==> src/rtl/counter_mod_n_pkg.sv <==
// counter_mod_n_pkg: shared constants and helpers for the modulo-N counter
package counter_mod_n_pkg;
  localparam logic DIR_UP = 1'b1;
  localparam logic DIR_DOWN = 1'b0;
  localparam int DIV_SIM = 1;
  localparam int DIV_BOARD = 100000;
  function automatic int clog2(input int v);
    int r;
    int x;
    r = 0;
    x = v - 1;
    while (x > 0) begin
      r = r + 1;
      x = x >> 1;
    end
    return r;
  endfunction
endpackage

==> src/rtl/counter_mod_n_clk_en_div.sv <==
// clk_en_div: free-running prescaler producing a one-cycle Tick every DIV cycles
module clk_en_div
  import counter_mod_n_pkg::*;
#(
  parameter int DIV = DIV_BOARD
) (
  input  logic Clk,
  input  logic Reset,
  output logic Tick
);
  localparam int PW = (clog2(DIV) < 1) ? 1 : clog2(DIV);
  localparam logic [PW-1:0] LAST = PW'(DIV - 1);
  logic [PW-1:0] r_cnt;
  if (DIV < 1) begin : g_bad_div
    $fatal(1, "clk_en_div: DIV must be >= 1");
  end
  // prescaler runs 0..DIV-1 and returns to 0, independent of enable/load
  always_ff @(posedge Clk) begin
    if (Reset) r_cnt <= '0;
    else r_cnt <= (r_cnt == LAST) ? '0 : r_cnt + 1'b1;
  end
  assign Tick = r_cnt == LAST;
endmodule

==> src/rtl/counter_mod_n.sv <==
// counter_mod_n: prescaled modulo-N up/down counter with load, terminal count and wrap pulse
module counter_mod_n
  import counter_mod_n_pkg::*;
#(
  parameter int WIDTH = 4,
  parameter int MODULUS = 10,
  parameter int DIV = DIV_BOARD
) (
  input  logic             Clk,
  input  logic             Reset,
  input  logic             Enable,
  input  logic             Up,
  input  logic             Load,
  input  logic [WIDTH-1:0] LoadValue,
  output logic [WIDTH-1:0] Count,
  output logic             Tick,
  output logic             TerminalCount,
  output logic             Wrap
);
  localparam logic [WIDTH-1:0] MAX = WIDTH'(MODULUS - 1);
  localparam logic [WIDTH:0] MOD = (WIDTH + 1)'(MODULUS);
  logic [WIDTH-1:0] r_count;
  logic             r_wrap;
  logic             w_tick;
  logic             w_step;
  logic             w_at_max;
  logic             w_at_zero;
  logic             w_wrap_step;
  logic [WIDTH-1:0] w_load_val;
  logic [WIDTH-1:0] w_next;
  if (MODULUS < 2 || MODULUS > 2 ** WIDTH || DIV < 1) begin : g_bad_params
    $fatal(1, "counter_mod_n: MODULUS must be 2..2**WIDTH and DIV >= 1");
  end
  clk_en_div #(.DIV(DIV)) u_div (
    .Clk  (Clk),
    .Reset(Reset),
    .Tick (w_tick)
  );
  assign w_step = Enable & w_tick;
  assign w_at_max = r_count == MAX;
  assign w_at_zero = r_count == '0;
  assign w_load_val = ({1'b0, LoadValue} < MOD) ? LoadValue : MAX;
  assign w_wrap_step = ~Load & w_step & ((Up == DIR_UP) ? w_at_max : w_at_zero);
  // next count: load beats step; wrap is detected by compare so MODULUS=2**WIDTH works
  always_comb begin
    w_next = Load ? w_load_val
           : !w_step ? r_count
           : (Up == DIR_UP) ? (w_at_max ? '0 : r_count + 1'b1)
           : (w_at_zero ? MAX : r_count - 1'b1);
  end
  // count and wrap registers; reset discards any pending load or step
  always_ff @(posedge Clk) begin
    if (Reset) begin
      r_count <= '0;
      r_wrap <= 1'b0;
    end else begin
      r_count <= w_next;
      r_wrap <= w_wrap_step;
    end
  end
  assign Count = r_count;
  assign Wrap = r_wrap;
  assign Tick = w_tick;
  assign TerminalCount = (Up == DIR_UP) ? w_at_max : w_at_zero;
endmodule

==> config.mk <==
export PLATFORM = sky130hd
export DESIGN_NAME = counter_mod_n
export DESIGN_NICKNAME = d
export VERILOG_FILES = /design/src/rtl/counter_mod_n_pkg.sv /design/src/rtl/counter_mod_n_clk_en_div.sv /design/src/rtl/counter_mod_n.sv
export SDC_FILE = /design/constraint.sdc
export NUM_CORES = 1
export LEC_CHECK = 0
export CELL_PAD_IN_SITES_DETAIL_PLACEMENT = 1
export CELL_PAD_IN_SITES_GLOBAL_PLACEMENT = 1
export CORE_ASPECT_RATIO = 2
export CORE_MARGIN = 3
export CORE_UTILIZATION = 36
export CTS_CLUSTER_DIAMETER = 120
export DETAILED_ROUTE_END_ITERATION = 6
export MAX_ROUTING_LAYER = met4
export PLACE_DENSITY = 0.82
export SYNTH_ARGS = -nofsm -noshare
export SYNTH_HDL_FRONTEND = slang
export SYNTH_SLANG_ARGS = --single-unit
==> constraint.sdc <==
create_clock -name Clk -period 1.5 [get_ports Clk]
set_input_delay 0.3 -clock Clk [delete_from_list [all_inputs] [get_ports Clk]]
set_output_delay 0.3 -clock Clk [all_outputs]
set_load 0.05 [all_outputs]
==> results of run 1 <==
worst reg2reg max path: stages, from the launching register on:
cell and delay [ns]:
dfxtp_2 0.37, ha_4 0.14, and4_4 0.23, nand4_4 0.12, buf_6 0.16, buf_4 0.12
buf_6 0.12, nand2b_4 0.12, buf_16 0.17, nor2_1 0.05
Yosys cell counts (3+ instances only):
cell      number
nand4_1        5
o21ai_0        7
nor3_1         5
or3_1          5
a21oi_1        4
and4_1         3
xor2_1        11
dfxtp_1       22
nand3_1        9
o211ai_1       3
nand2_1       11
nor2_1        16
buf_2          4
inv_1          6
clkbuf_1       4
nor2b_1        4
worst min-delay path by stage:
stage / endpoint / depth (start not counted)
2_1_floorplan: Count[0]$_SDFFE_PP0P_ / 1
3_3_place_gp: u_div.r_cnt[16]$_SDFF_PP0_ / 2
3_5_place_dp: u_div.r_cnt[16]$_SDFF_PP0_ / 2
4_1_cts: u_div.r_cnt[16]$_SDFF_PP0_ / 2
5_1_grt: u_div.r_cnt[16]$_SDFF_PP0_ / 2
6_report: u_div.r_cnt[16]$_SDFF_PP0_ / 2
area by class of cell:
| type | count | area, µm² | area share (%) |
|---|---|---|---|
| timing repair buffer | 56 | 584.3 | 28.35 |
| inverter | 6 | 26.28 | 1.275 |
| clock buffer | 4 | 55.05 | 2.672 |
| tap | 31 | 38.79 | 1.882 |
| multi-input combinational | 108 | 900.9 | 43.72 |
| sequential | 22 | 455.4 | 22.10 |
sequential cells by signal, indices dropped and copies added (netlist names):
register     count
u_div.r_cnt     17
Count            4
Wrap             1
routing by layer:
layer	vias to the layer above	GRT usage, %
met1	636	21.02
li1	614	-
met4	0	10.83
met2	28	47.96
met3	14	3.704
met5	-	-
power breakdown:
| group | switching, mW | internal [mW] | total [mW] | leakage (nW) |
|---|---|---|---|---|
| logic | 0.146 | 0.138 | 0.285 | 0.549 |
| registers | 0.0199 | 0.596 | 0.616 | 0.181 |
| clock network | 0.201 | 0.234 | 0.435 | 0.0288 |
logic make-up after synthesis:
group | Yosys count
and+or+nand+nor | 69
muxes | 1
adders and majority gates | 1
buffers and inverters | 15
DFF | 22
AOI/OAI and AO/OA | 24
xor gates and xnor gates | 13
what timing repair did:
action	in CTS	in global routing
pin swaps	9	16
gates resized for setup	17	36
buffers inserted	7	1
gates cloned	2	0
setup endpoints to repair	24	24
per-stage QoR:
| step | power (mW) | setup WS, ns | utilization (%) |
|---|---|---|---|
| after global routing | 1.394 | -0.3347 | 64.54 |
| final | 1.335 | -0.2834 | 64.54 |
| after global placement | 0.8452 | -0.3636 | 54.82 |
| after CTS | 1.316 | -0.2944 | 61.36 |
| after floorplan | 0.7389 | -0.2336 | - |
| after detailed placement | 0.8610 | -0.4371 | 54.82 |
==> results.md, run 1 <==
- Synth Area in XOR/XNOR: 9.411%
- Slew Limit Fails: 0
- Max transition margin: 66.49%
- Final period util: 118.9%
- Worst path cell trace: ha_4, and4_4, nand4_4, buf_6, clkinvlp_4, buf_12
- Min-delay src: u_div.r_cnt[16]$_SDFF_PP0_
- Asr flop ratio synth: 0%
- Mapped Cells: 145
- Failing checks: setup timing
- Area Growth Syn to Fin: 70.32%
- Reg2reg setup slack: -0.19 ns
- Met2 Wirelength: 2837 µm
- Metal3 WL: 84 µm
- Max clock buf depth: 2
- Number of max-cap violations: 0
- Critical path data arrival time: 1.48 ns
- Worst setup path end: Tick
- Post-synth top area share: 36.40%
- Slowest stage delay, CP: 0.37 ns
- CP required: 1.20 ns
- Crit Path Max Fanout: 2
- Setup TNS: -3.962 ns
- Crit. End Element: output port
- Yosys warning count: 0
- Post-DP Area: 1750 µm²
- Reg-to-reg startpoint: u_div.r_cnt[1]$_SDFF_PP0_
- CP top delay family: flip-flops
- Routed WL: 4580 µm
- Setup CP Type: register to output port
- Final hold violations: 0
- CP Launch Type: register
- Detail Route Antenna Nets: 0
- Flops & latches, synth: 22
- GRT Total Usage: 24.74%
- Synth Flop Type: dfxtp_1
- Die Wd: 47.00 µm
- Number of hold buffers added after CTS: 0
- Vias in the first global route: 1,440
- Largest net degree at the start of global routing: 15
- Final setup vio count: 23
- WL/cell: 20.18 µm
- Register-to-Register Path Depth: 9
- Placed instance count: 216
- Nets: 207
- Die Height: 87.99 µm
- Final-layout fill cell count: 361
- Total via count in the routed design: 1,292
- H-tree levels: 1
- Number of DRC markers in iteration 0: 18
- Post-Syn Nets: 155
- Routed metal-1 wirelength: 1493 µm
- Worst vdd ir: 0.5428 mV
- Layout cell share with drive strength beyond 1: 47.45%
- # port buffers: 15
- # diodes: 0
- Minimum clock period: 1.783 ns
- Critical path depth in cells: 6
- Commonest cells after routing, fill and taps aside: 32 x buf_4, 16 x dfxtp_1, 13 x nor2_4
- TritonCTS clock tree: yes
- DPL Wire Length: 3137 µm
- Grt ovf: 0
- Max Used Layer: met4
- CTS Buf Count: 3
- Final estimated routing congestion in global placement: 0.8325
- R2R Path End: u_div.r_cnt[11]$_SDFF_PP0_
- Starting Density: 37.89%
- First-pass GRT wire length: 7010 µm
- Compound-Gate Fraction of Synth Area: 13.24%
- Post-route cell area: 2061 µm²
- DRT Pass-1 Iters: 4
- Buf/Inv on CP: 3
- Post-Route Skew: 0.0009582 ns
- PD cells: 647.8 nW/µm²
- Yosys cell types: 37
- Worst Tran Pin Value: 0.4997 ns
- Synth Area in Simple Gates: 33.40%
- Via density: 5.692
- Die Area: 4135 µm²
- Antenna violations before repair: 0
- Root Buffer: clkbuf_8
- Crit path from: u_div.r_cnt[1]$_SDFF_PP0_
- Hold WS: 0.5363 ns
- Largest family of logic cells by synthesized area: simple AND/OR/NAND/NOR gates
- Synth area leader: dfxtp_1
- Post-synthesis mux area share: 0.8273%
- P_leak: 0.7592 nW
- Post-synth EDFFs: 0
- Placeable Area: 3193 µm²
- Syn_area_per_cell: 8.344 µm²
- Reg clk slew, reported paths: 0.08 ns
- Mapped Area: 1210 µm²
- Max Freq: 560.7 MHz
- Clk_lat worst skew: 0.26 ns
- FP Rows: 29
- RSZ-0062 raised after global routing: true
- I/O Pins: 16
- Slowest stage cell, crit path: dfxtp_2
- Status: finished, violations left
- Synth area leaders: dfxtp_1 36%, xor2_1 8.0%, nor2_1 5.0%
- Sequential-to-total area share from yosys stat: 36.40%
- Drt drc: 0
- Commonest non-fill, non-tap cell in the layout: buf_4
- TritonCTS Sinks: 22
- Area share of fa/ha/maj cells after synthesis: 1.034%
- Final critical-path setup slack: -0.2834 ns
- Kind of path behind the tightest hold check: register to register
- Final cell count without fillers: 227
No activity file was read; power rests on OpenSTA's default activity.
==> inputs of run 2 (changes only) <==
- CTS_CLUSTER_DIAMETER: 120 -> 100
==> results of run 2 <==
No change in the layout: final DEF, timing and power equal those of run 1.
==> inputs of run 3 (changes only) <==
- REMOVE_ABC_BUFFERS: default -> 1
==> run 3 against run 2 <==
  * The run still ends with setup timing left
  * Critical path depth rose by 2
  * Maximum frequency fell by 3.2%
  * Sequential power barely moved
  * Setup slack got worse by 0.059 ns
  * Combinational power rose by 16%
  * Power rose by 15%
  * Via count rose by 15%
  * Flip-flop and latch count did not move
  * Core utilization rose by 3.5 points
  * Die area did not move
  * Critical path type is now register to register
==> results.md, run 3 (synthesis results as in run 1) <==
- First-pass GRT wire length: 9066 µm (+29%)
- Reg2reg setup slack: -0.34 ns (-0.15 ns)
- Crit. End Element: register
- Root Buffer: clkbuf_8
- PD cells: 709.0 nW/µm² (+9.5%)
- Reg clk slew, reported paths: 0.09 ns (about the same)
- Largest net degree at the start of global routing: 15 (unchanged)
- Die Height: 87.99 µm (unchanged)
- H-tree levels: 1 (unchanged)
- Placeable Area: 3193 µm² (unchanged)
- Number of hold buffers added after CTS: 0 (unchanged)
- Critical path data arrival time: 2.00 ns (+0.52 ns)
- Via density: 6.395 (+12%)
- Final estimated routing congestion in global placement: 0.8322 (about the same)
- Number of max-cap violations: 0 (unchanged)
- Commonest non-fill, non-tap cell in the layout: buf_4
- DRT Pass-1 Iters: 4 (unchanged)
- CTS Buf Count: 3 (unchanged)
- Layout cell share with drive strength beyond 1: 53.47% (+6.0 points)
- Commonest cells after routing, fill and taps aside: 37 x buf_4, 14 x nor2_4, 13 x dfxtp_1
- Slowest stage delay, CP: 0.39 ns (+0.02 ns)
- Post-Route Skew: 0.003344 ns (+0.002386 ns)
- Max FFs per register: 17 (unchanged)
- Starting Density: 37.89% (unchanged)
- Max transition margin: 67.55% (+1.1 points)
- DPL Wire Length: 3247 µm (+3.5%)
- Final period util: 122.8% (+3.9 points)
- Die Wd: 47.00 µm (unchanged)
- Max clock buf depth: 2 (unchanged)
- Total via count in the routed design: 1,490 (+15%)
- Hold Crit Depth: 2 (unchanged)
- # port buffers: 15 (unchanged)
- Clk_lat worst skew: 0.28 ns (+0.02 ns)
- Worst vdd ir: 0.5592 mV (+3.0%)
- CP required: 1.66 ns (+0.46 ns)
- Kind of path behind the tightest hold check: register to register
- Register-to-Register Path Depth: 8 (-1)
- Antenna violations before repair: 0 (unchanged)
- Area Growth Syn to Fin: 79.52%
- WL/cell: 29.13 µm (+44%)
- GRT Total Usage: 33.09% (+8.4 points)
- FP Rows: 29 (unchanged)
- Final setup vio count: 24 (+4.3%)
- P_leak: 0.8255 nW (+8.7%)
- Max Freq: 542.8 MHz (-3.2%)
- Total power: 1.540 mW (+15%)
- Worst Tran Pin Value: 0.4857 ns (-0.01400 ns)
- RSZ-0062 raised after global routing: true
- CP Launch Type: register
- Worst path cell trace: nor4b_4, nand4_4, buf_12, buf_6, buf_6, buf_4, o21ai_4, o221ai_2
- # diodes: 0 (unchanged)
- TritonCTS Sinks: 22 (unchanged)
- Worst Hold Path EP: u_div.r_cnt[13]$_SDFF_PP0_
- Final critical-path setup slack: -0.3424 ns (-0.05898 ns)
- Grt ovf: 0 (unchanged)
- Vias in the first global route: 1,578 (+9.6%)
- Failing checks: setup timing
- Nets: 213 (+2.9%)
- Setup CP Type: register to register
- Number of DRC markers in iteration 0: 55 (+37)
- Routed WL: 6787 µm (+48%)
- Min-delay src: u_div.r_cnt[13]$_SDFF_PP0_
- I/O Pins: 16 (unchanged)
- Minimum clock period: 1.842 ns (+0.05898 ns)
- Status: finished, violations left
- Final hold violations: 0 (unchanged)
- Place WS: -0.4485 ns (-0.01145 ns)
- Slew Limit Fails: 0 (unchanged)
- Crit Path Max Fanout: 5 (+3)
- Drt drc: 0 (unchanged)
- Slowest stage cell, crit path: nor4b_4
- Most used cell, CP: buf_6
- Top reg by flops: u_div.r_cnt
- Die Area: 4135 µm² (unchanged)
- R2R Path End: Count[3]$_SDFFE_PP0P_
- Detail Route Antenna Nets: 0 (unchanged)
- Reg-to-reg startpoint: u_div.r_cnt[12]$_SDFF_PP0_
- TritonCTS clock tree: yes
## run 3: report_power, final
group / switching, mW / total (mW) / internal [mW]
clock: 0.233 / 0.591 / 0.358
sequential: 0.0201 / 0.618 / 0.598
combinational: 0.179 / 0.330 / 0.151
## run 3: critical path: cells and delay by family, from the launching register on
kind            cells  cell delay [ns]
simple gates        2             0.56
buf+inv             4             0.53
flops               1             0.35
compound gates      2             0.27
## run 3: cell type report
cell class | count | area (µm²)
fill | 325 | 1021
inverter | 6 | 22.52
sequential | 22 | 454.2
timing repair buffer | 62 | 641.9
tap | 31 | 38.79
clock inverter | 1 | 30.03
multi-input combinational | 108 | 943.4
clock buffer | 3 | 41.29
## run 3: through the flow
stage               hold WS [ns]  TNS (ns)  utilization (%)  instances  instance area (µm²)
floorplan                 0.3721    -4.699                -        136                 1164
global placement          0.4657    -1.887            52.94        216                 1690
detailed placement        0.5078    -4.603            52.94        216                 1690
CTS                       0.5128    -2.654            63.71        233                 2034
global route              0.5917    -4.602            68.03        233                 2172
finish                    0.5834    -4.330            68.03        233                 2172
## run 3: per-layer routing
metal | wire length [µm] | track usage [%] | part of all wire, % | vias to the layer above
met5 | 0 | - | 0 | -
met4 | 363 | 14.61 | 5.3 | 0
met3 | 440 | 4.115 | 6.5 | 35
met2 | 3692 | 56.75 | 54 | 88
met1 | 2291 | 36.00 | 34 | 736
li1 | - | - | - | 631
## run 3: repair_timing
| item | CTS | global route |
|---|---|---|
| pin swaps | 16 | 21 |
| resized for setup | 40 | 43 |
| setup buffers | 12 | 5 |
| gates cloned | 2 | 0 |
| setup endpoints to repair | 24 | 26 |
## run 3: worst max-delay path by stage
stage,start,to
global route,u_div.r_cnt[0]$_SDFF_PP0_,Count[3]$_SDFFE_PP0P_
global placement,Up,TerminalCount
CTS,Count[0]$_SDFFE_PP0P_,TerminalCount
floorplan,Count[0]$_SDFFE_PP0P_,Wrap$_SDFF_PP0_
detailed placement,Up,Count[2]$_SDFFE_PP0P_
finish,u_div.r_cnt[12]$_SDFF_PP0_,Count[3]$_SDFFE_PP0P_
